===== src/rtl/cpu_sys_pkg.sv =====
`default_nettype none
// ============================================================================
// Module      : cpu_sys_pkg
// Description : Shared types and constants for the VeriRISC loader and its
//               phase generator: loader state encoding, phase decode points,
//               default image size and watchdog limit.
// Revision    : 1.0  initial release
// ============================================================================
package cpu_sys_pkg;

  // Loader / run-supervisor states, fixed 3-bit encoding
  typedef enum logic [2:0] {
    ST_IDLE   = 3'd0,
    ST_LOAD   = 3'd1,
    ST_HOLD   = 3'd2,
    ST_RUN    = 3'd3,
    ST_HALTED = 3'd4
  } loader_state_t;

  // Phase counter value at which the ALU strobe is active (low)
  localparam logic [3:0] PHASE_ALU  = 4'hC;
  // Final phase of an instruction cycle; halt is sampled here
  localparam logic [3:0] PHASE_LAST = 4'hF;

  // Default number of words in a program image
  localparam int DEF_MEM_DEPTH     = 32;
  // Default watchdog limit in instruction cycles
  localparam int DEF_TIMEOUT_INSTR = 255;

  // Increment an 8-bit counter, holding at 255 instead of wrapping
  function automatic logic [7:0] sat_inc8(input logic [7:0] value);
    return (value == 8'hFF) ? value : value + 8'd1;
  endfunction

endpackage
`default_nettype wire


===== src/rtl/cpu_loader_if.sv =====
`default_nettype none
// ============================================================================
// Module      : cpu_loader_if
// Description : Byte-stream input and memory write port of the program
//               loader. The master modport is the loader side; the slave
//               modport is the stream source / memory side.
// Revision    : 1.0  initial release
// ============================================================================
interface cpu_loader_if #(
  parameter int ADDR_WIDTH = 5,
  parameter int DATA_WIDTH = 8
);

  logic                  in_valid;
  logic [DATA_WIDTH-1:0] in_data;
  logic                  in_ready;
  logic                  mem_wr;
  logic [ADDR_WIDTH-1:0] mem_addr;
  logic [DATA_WIDTH-1:0] mem_data;

  modport master (
    input  in_valid,
    input  in_data,
    output in_ready,
    output mem_wr,
    output mem_addr,
    output mem_data
  );

  modport slave (
    output in_valid,
    output in_data,
    input  in_ready,
    input  mem_wr,
    input  mem_addr,
    input  mem_data
  );

endinterface
`default_nettype wire


===== src/rtl/phase_gen.sv =====
`default_nettype none
// ============================================================================
// Module      : phase_gen
// Description : 4-bit CPU phase counter with enable and synchronous clear.
//               Decodes the four CPU phase strobes and a pulse marking the
//               last phase of each 16-clock instruction cycle.
// Revision    : 1.0  initial release
// ============================================================================
module phase_gen
  import cpu_sys_pkg::*;
(
  input  logic clk,
  input  logic rst_n,
  input  logic en,
  input  logic clr,
  output logic control_clk,
  output logic cpu_clk,
  output logic fetch,
  output logic alu_clk,
  output logic last_phase
);

  logic [3:0] count_q;
  logic [3:0] count_d;

  // Next count: clear has priority, otherwise count up and wrap 15 -> 0
  always_comb begin
    count_d = count_q;
    if (clr) begin
      count_d = 4'd0;
    end else if (en) begin
      count_d = count_q + 4'd1;
    end
  end

  // Phase counter register
  always_ff @(posedge clk or negedge rst_n) begin
    if (!rst_n) begin
      count_q <= 4'd0;
    end else begin
      count_q <= count_d;
    end
  end

  // Strobes are pure decodes of the registered count, so they are glitch-free
  // relative to clk and take their idle values whenever the count is 0.
  assign control_clk = ~count_q[0];
  assign cpu_clk     = count_q[1];
  assign fetch       = ~count_q[3];
  assign alu_clk     = (count_q != PHASE_ALU);
  assign last_phase  = (count_q == PHASE_LAST);

endmodule
`default_nettype wire


===== src/rtl/cpu_loader.sv =====
`default_nettype none
// ============================================================================
// Module      : cpu_loader
// Description : Program loader and run supervisor for the VeriRISC CPU.
//               Streams a program image into CPU memory, holds the CPU in
//               reset for a fixed interval, drives the CPU phase strobes and
//               reports completion on halt or on a watchdog timeout.
// Revision    : 1.0  initial release
// ============================================================================
module cpu_loader
  import cpu_sys_pkg::*;
#(
  parameter int ADDR_WIDTH    = 5,
  parameter int DATA_WIDTH    = 8,
  parameter int MEM_DEPTH     = DEF_MEM_DEPTH,
  parameter int RST_CYCLES    = 2,
  parameter int TIMEOUT_INSTR = DEF_TIMEOUT_INSTR
) (
  input  logic         clk,
  input  logic         rst,          // asynchronous, active low
  input  logic         start,
  cpu_loader_if.master bus,
  output logic         cpu_rst,      // active low
  input  logic         cpu_halt,
  output logic         control_clk,
  output logic         cpu_clk,
  output logic         fetch,
  output logic         alu_clk,
  output logic [7:0]   instr_count,
  output logic         done,
  output logic         timeout
);

  // A 1-cycle hold still needs a 1-bit counter
  localparam int HOLD_W = (RST_CYCLES > 1) ? $clog2(RST_CYCLES) : 1;

  localparam logic [ADDR_WIDTH-1:0] LAST_ADDR   = ADDR_WIDTH'(MEM_DEPTH - 1);
  localparam logic [HOLD_W-1:0]     HOLD_LAST   = HOLD_W'(RST_CYCLES - 1);
  localparam logic [7:0]            TIMEOUT_CNT = 8'(TIMEOUT_INSTR);

  loader_state_t         state_q,       state_d;
  logic [ADDR_WIDTH-1:0] load_addr_q,   load_addr_d;
  logic [HOLD_W-1:0]     hold_cnt_q,    hold_cnt_d;
  logic                  mem_wr_q,      mem_wr_d;
  logic [ADDR_WIDTH-1:0] mem_addr_q,    mem_addr_d;
  logic [DATA_WIDTH-1:0] mem_data_q,    mem_data_d;
  logic                  cpu_rst_q,     cpu_rst_d;
  logic [7:0]            instr_count_q, instr_count_d;
  logic                  done_q,        done_d;
  logic                  timeout_q,     timeout_d;

  logic                  w_in_ready;
  logic                  w_handshake;
  logic                  w_last_phase;
  logic                  w_phase_en;
  logic                  w_phase_clr;
  logic [7:0]            w_instr_inc;

  // in_ready is a decode of state alone, so it never depends on in_valid
  assign w_in_ready  = (state_q == ST_LOAD);
  assign w_handshake = bus.in_valid && w_in_ready;

  // The phase counter only runs in RUN; every other state pins it to 0 so
  // the strobes sit at their idle values and RUN always starts at phase 0.
  assign w_phase_en  = (state_q == ST_RUN);
  assign w_phase_clr = (state_q != ST_RUN);

  assign w_instr_inc = sat_inc8(instr_count_q);

  phase_gen u_phase_gen (
    .clk         (clk),
    .rst_n       (rst),
    .en          (w_phase_en),
    .clr         (w_phase_clr),
    .control_clk (control_clk),
    .cpu_clk     (cpu_clk),
    .fetch       (fetch),
    .alu_clk     (alu_clk),
    .last_phase  (w_last_phase)
  );

  // Next-state and next-output computation for the loader / supervisor
  always_comb begin
    state_d       = state_q;
    load_addr_d   = load_addr_q;
    hold_cnt_d    = hold_cnt_q;
    mem_wr_d      = 1'b0;
    mem_addr_d    = mem_addr_q;
    mem_data_d    = mem_data_q;
    instr_count_d = instr_count_q;
    done_d        = done_q;
    timeout_d     = timeout_q;

    case (state_q)
      ST_IDLE: begin
        if (start) begin
          state_d     = ST_LOAD;
          load_addr_d = '0;
          done_d      = 1'b0;
          timeout_d   = 1'b0;
        end
      end

      ST_LOAD: begin
        // Every accepted byte becomes exactly one registered write; a
        // stalled stream simply leaves the loader waiting here.
        if (w_handshake) begin
          mem_wr_d    = 1'b1;
          mem_addr_d  = load_addr_q;
          mem_data_d  = bus.in_data;
          load_addr_d = load_addr_q + ADDR_WIDTH'(1);
          if (load_addr_q == LAST_ADDR) begin
            state_d    = ST_HOLD;
            hold_cnt_d = '0;
          end
        end
      end

      ST_HOLD: begin
        instr_count_d = 8'd0;
        done_d        = 1'b0;
        timeout_d     = 1'b0;
        if (hold_cnt_q == HOLD_LAST) begin
          state_d = ST_RUN;
        end else begin
          hold_cnt_d = hold_cnt_q + HOLD_W'(1);
        end
      end

      ST_RUN: begin
        // Halt is only meaningful at the end of an instruction cycle, and
        // it takes priority over the watchdog on that same cycle.
        if (w_last_phase) begin
          instr_count_d = w_instr_inc;
          if (cpu_halt) begin
            state_d   = ST_HALTED;
            done_d    = 1'b1;
            timeout_d = 1'b0;
          end else if (w_instr_inc == TIMEOUT_CNT) begin
            state_d   = ST_HALTED;
            done_d    = 1'b1;
            timeout_d = 1'b1;
          end
        end
      end

      ST_HALTED: begin
        // A new start overrides whatever cpu_halt is doing
        if (start) begin
          state_d     = ST_LOAD;
          load_addr_d = '0;
          done_d      = 1'b0;
          timeout_d   = 1'b0;
        end
      end

      default: begin
        state_d = ST_IDLE;
      end
    endcase

    // The CPU is released in RUN and stays released in HALTED so its state
    // can be inspected; it goes back into reset on the edge that leaves.
    cpu_rst_d = (state_d == ST_RUN) || (state_d == ST_HALTED);
  end

  // State and registered outputs
  always_ff @(posedge clk or negedge rst) begin
    if (!rst) begin
      state_q       <= ST_IDLE;
      load_addr_q   <= '0;
      hold_cnt_q    <= '0;
      mem_wr_q      <= 1'b0;
      mem_addr_q    <= '0;
      mem_data_q    <= '0;
      cpu_rst_q     <= 1'b0;
      instr_count_q <= 8'd0;
      done_q        <= 1'b0;
      timeout_q     <= 1'b0;
    end else begin
      state_q       <= state_d;
      load_addr_q   <= load_addr_d;
      hold_cnt_q    <= hold_cnt_d;
      mem_wr_q      <= mem_wr_d;
      mem_addr_q    <= mem_addr_d;
      mem_data_q    <= mem_data_d;
      cpu_rst_q     <= cpu_rst_d;
      instr_count_q <= instr_count_d;
      done_q        <= done_d;
      timeout_q     <= timeout_d;
    end
  end

  assign bus.in_ready = w_in_ready;
  assign bus.mem_wr   = mem_wr_q;
  assign bus.mem_addr = mem_addr_q;
  assign bus.mem_data = mem_data_q;
  assign cpu_rst      = cpu_rst_q;
  assign instr_count  = instr_count_q;
  assign done         = done_q;
  assign timeout      = timeout_q;

endmodule
`default_nettype wire


===== src/flat_wrapper.sv =====
// flat-port wrapper written by rule: the top's interface ports become plain ports
module cpu_loader_flat import cpu_sys_pkg::*;
#(
  parameter int ADDR_WIDTH    = 5,
  parameter int DATA_WIDTH    = 8,
  parameter int MEM_DEPTH     = DEF_MEM_DEPTH,
  parameter int RST_CYCLES    = 2,
  parameter int TIMEOUT_INSTR = DEF_TIMEOUT_INSTR
)
  (clk, rst, start, cpu_rst, cpu_halt, control_clk, cpu_clk, fetch, alu_clk, instr_count, done, timeout, bus_in_valid, bus_in_data, bus_in_ready, bus_mem_wr, bus_mem_addr, bus_mem_data);
  cpu_loader_if #(.ADDR_WIDTH(ADDR_WIDTH), .DATA_WIDTH(DATA_WIDTH)) bus_i ();
  input  logic clk;
  input  logic rst;
  input  logic start;
  output logic cpu_rst;
  input  logic cpu_halt;
  output logic control_clk;
  output logic cpu_clk;
  output logic fetch;
  output logic alu_clk;
  output logic [7:0] instr_count;
  output logic done;
  output logic timeout;
  input wire logic [$bits(bus_i.in_valid)-1:0] bus_in_valid;
  input wire logic [$bits(bus_i.in_data)-1:0] bus_in_data;
  output wire logic [$bits(bus_i.in_ready)-1:0] bus_in_ready;
  output wire logic [$bits(bus_i.mem_wr)-1:0] bus_mem_wr;
  output wire logic [$bits(bus_i.mem_addr)-1:0] bus_mem_addr;
  output wire logic [$bits(bus_i.mem_data)-1:0] bus_mem_data;
  assign bus_i.in_valid = bus_in_valid;
  assign bus_i.in_data = bus_in_data;
  assign bus_in_ready = bus_i.in_ready;
  assign bus_mem_wr = bus_i.mem_wr;
  assign bus_mem_addr = bus_i.mem_addr;
  assign bus_mem_data = bus_i.mem_data;
  cpu_loader #(.ADDR_WIDTH(ADDR_WIDTH), .DATA_WIDTH(DATA_WIDTH), .MEM_DEPTH(MEM_DEPTH), .RST_CYCLES(RST_CYCLES), .TIMEOUT_INSTR(TIMEOUT_INSTR)) u_core (.clk(clk), .rst(rst), .start(start), .bus(bus_i), .cpu_rst(cpu_rst), .cpu_halt(cpu_halt), .control_clk(control_clk), .cpu_clk(cpu_clk), .fetch(fetch), .alu_clk(alu_clk), .instr_count(instr_count), .done(done), .timeout(timeout));
endmodule

===== config.mk =====
export PLATFORM = sky130hd
export DESIGN_NAME = cpu_loader_flat
export DESIGN_NICKNAME = d
export VERILOG_FILES = /design/src/rtl/cpu_sys_pkg.sv /design/src/rtl/cpu_loader_if.sv /design/src/rtl/phase_gen.sv /design/src/rtl/cpu_loader.sv /design/src/flat_wrapper.sv
export SDC_FILE = /design/constraint.sdc
export NUM_CORES = 1
export LEC_CHECK = 0
export BUFFER_PORTS_ARGS = -buffer_cell sky130_fd_sc_hd__buf_4
export CAP_MARGIN = 30
export CORE_MARGIN = 1
export CORE_UTILIZATION = 37
export DETAILED_ROUTE_END_ITERATION = 6
export SYNTH_ARGS = -nofsm -noshare
export SYNTH_HDL_FRONTEND = slang
export SYNTH_SLANG_ARGS = --single-unit

===== constraint.sdc =====
create_clock -name clk -period 2.2 [get_ports clk]
set_input_delay 0.11 -clock clk [delete_from_list [all_inputs] [get_ports clk]]
set_output_delay 0.11 -clock clk [all_outputs]
set_load 0.02 [all_outputs]

==> results.sh <==
export IMPL_finalWirelength_mm=3.963
export IMPL_die_width_microns=72.89
export IMPL_antenna_found_initial=0
export IMPL_crit_arrival_ps=2220
export IMPL_insertion_delay_ps=290
export IMPL_start_util_pct=38.85
export IMPL_coreArea_sq_um=4786
export IMPL_synth_cell_types=42
export IMPL_fin_ws_ps=161.0
export IMPL_min_period_ps=2039
export IMPL_worstSetupEndpointType="flop"
export IMPL_vias_per_cell=4.832
export IMPL_grt_pass1_vias=1446
export IMPL_avgSynthCellArea_sq_um=9.343
export IMPL_final_nets=266
export IMPL_p_per_area_nw_per_um2=718.1
export IMPL_syn_area_sq_um=1859
export IMPL_finalClockSkew_ps=5.349
export IMPL_slowest_stage="dfrtp_1"
export IMPL_maxSlewViolCount=0
export IMPL_grt_pass1_wl_mm=6.589
export IMPL_hp_class="input port to flop"
export IMPL_clk_pin_slew_ps=70
export IMPL_htree_levels=2
export IMPL_drt_iter0_markers=54
export IMPL_die_area_sq_um=5312
export IMPL_setup_violations=0
export IMPL_grtUsageTotal_pct=16.42
export IMPL_die_h_microns=72.89
export IMPL_cts_max_path_buffers=2
export IMPL_area_delta_synth_final_pct=27.93
export IMPL_min_period_over_period_pct=92.68
export IMPL_relSlewSlack_pct=67.61
export IMPL_drv_cap=0
export IMPL_grt_setup_unrepaired="false"
export IMPL_hold_viol_final=0
export IMPL_synth_edff_count=0
export IMPL_cts_made_buffers=5
export IMPL_yosysWarnings=0
export IMPL_clock_sinks=38
export IMPL_critical_path_required_ps=2380
export IMPL_worst_path_buf_inv=0
export IMPL_setup_tns_ps=0
export IMPL_ios=43
export IMPL_critPathKind="flop to flop"
export IMPL_syn_nets=217
export IMPL_slowest_delay_ps=450
export IMPL_p_leak_nw=1.181
export IMPL_synth_seq_cells=38
export IMPL_port_buffers=42
export IMPL_netlist_instances=199
export IMPL_place_ws_ps=190.5
export IMPL_timing_hold_ws_ps=3.292
export IMPL_rows=25
export IMPL_max_slew_worst_pin_slew_ps=485.8
export IMPL_power_w=0.001708
export IMPL_worstPathMaxFanout=8
export IMPL_place_congestion=0.8068
export IMPL_drc_errors=0
export IMPL_wl_per_cell_microns=12.54
export IMPL_ys_async_sr_fraction_pct=100.0
export IMPL_max_vdd_ir_drop_mv=0.4528
export IMPL_synth_flop_cell="dfrtp_1"
export IMPL_route_vias_total=1527
export IMPL_grt_max_degree=39
export IMPL_antenna_diode_count=0
export IMPL_seq_area_frac_synth_pct=51.14
export IMPL_clock_fmax_ghz=0.4904
export IMPL_cts_tree="yes"
export IMPL_dr_pass1_iters=4
export IMPL_overflow=0
export IMPL_drive_gt1_share_pct=25.30
export IMPL_outcome="finished clean"
export IMPL_crit_chain="ha_1, nand2_2, or3_4, o22ai_2, a31oi_1, a31o_1"
export IMPL_drtAntennaViolNets=0
export IMPL_cpLargestDelayFamily="compound AO/OA/AOI/OAI gates"
export IMPL_dp_hpwl_mm=2.821
export IMPL_startpoint_type="flop"
export IMPL_cts_root_buffer="clkbuf_8"
layout make-up:
type / count / area (sq um)
Fill cell: 478 / 2407
Sequential cell: 38 / 950.9
Multi-Input combinational cell: 146 / 845.8
Timing Repair Buffer: 49 / 372.9
Tap cell: 67 / 83.83
Clock buffer: 6 / 82.58
Inverter: 8 / 30.03
Clock inverter: 2 / 12.51
Yosys cell counts, types with 2 or more instances:
cell type  count  area, sq um
o211ai_1       2        15.01
a31oi_1        2        12.51
nor2_1        10        37.54
o21ai_0        9        45.04
and3_1         5        31.28
xnor2_1        2        17.52
xor2_1         2        17.52
dfrtp_1       38        950.9
buf_2          4        20.02
nand2_1       55        206.5
nand3_1       10        50.05
clkbuf_1       2        7.510
and2_1         3        18.77
a21oi_1        8        40.04
ha_1           5        62.56
a311oi_1       4        35.03
inv_1          8        30.03
nand4_1        2        12.51
mux2i_1        2        20.02
nand3b_1       3        22.52
nor2b_1        2        12.51
per-stage QoR:
| step | cells | util, % | instance area, sq um |
|---|---|---|---|
| floorplan | 199 | - | 1859 |
| global placement | 306 | 47.29 | 2263 |
| detailed placement | 306 | 47.29 | 2263 |
| CTS | 315 | 49.49 | 2369 |
| global route | 316 | 49.70 | 2379 |
| finish | 316 | 49.70 | 2379 |
power by group:
part | internal [W] | switching [W]
Combinational | 0.000152 | 0.000200
Clock | 0.000252 | 0.000248
Sequential | 0.000790 | 0.0000666
flip-flops by register name, summed over array words and instances (netlist names):
name,count
u_core.bus.mem_wr,1
u_core.bus.mem_addr,5
u_core.timeout,1
u_core.u_phase_gen.count_q,4
u_core.instr_count,8
u_core.hold_cnt_q,1
u_core.done,1
u_core.cpu_rst,1
u_core.bus.mem_data,8
u_core.state_q,3
u_core.load_addr_q,5
worst register-to-register path: stages, from the launching register on:
cell and delay (ps):
dfrtp_1 450, ha_1 330, nand2_2 140, or3_4 430
o22ai_2 200, a31oi_1 140, a31o_1 240
layer usage:
layer,up-vias,GRT usage [%],routed length (microns)
met2,32,25.65,1773
met1,708,21.85,2007
met4,0,7.190,50
met5,-,0,0
met3,5,3.729,132
li1,782,-,-
placed cells by master (no fill, tap or decap), types with 2 or more instances in the layout:
cell type and n:
dlygate4sd3_1 2, nor2b_1 2, xnor2_1 2, a21oi_1 8
a311oi_1 4, nand3_1 10, nand3b_1 3, a31oi_1 2
clkbuf_8 6, dfrtp_1 38, nand4_1 2, ha_1 5
o21ai_0 9, xor2_1 2, nand2_1 55, o211ai_1 2
and3_1 5, mux2i_1 2, buf_4 47, inv_1 8
nor2_1 10, and2_1 3
kinds of logic (layout without fill, tap and decap cells):
| family | count (synthesis) | after routing | share of synthesized area (%) |
|---|---|---|---|
| compound gates | 35 | 35 | 12.58 |
| mux | 3 | 3 | 1.682 |
| flops | 38 | 38 | 51.14 |
| xor+xnor | 4 | 4 | 1.885 |
| simple gates | 99 | 99 | 25.98 |
| buf+inv | 15 | 65 | 3.365 |
| fa+ha+maj | 5 | 5 | 3.365 |
timing repair:
item                                   4_1_cts  5_1_grt
resized for setup                            0        0
setup endpoints to repair                    0        0
buffers inserted                             0        0
endpoints found under the hold margin       38        1
hold buffers                                 1        1
final timing paths:
kind | endpoint | cells past startpoint | slack (ps) | from
max | u_core.state_q[0] | 6 | 160 | u_core.instr_count[0]
min | u_core.bus.mem_data[3] | 3 | 3 | bus_in_data[3]
max reg2reg | u_core.state_q[0] | 6 | 160 | u_core.instr_count[0]
min reg2reg | u_core.bus.mem_addr[4] | 2 | 470 | u_core.bus.mem_addr[4]
max in group asynchronous | u_core.u_phase_gen.count_q[0] | 2 | 1540 | rst
min in group asynchronous | u_core.bus.mem_addr[2] | 2 | 320 | rst
(Power assumes the default switching activity.)
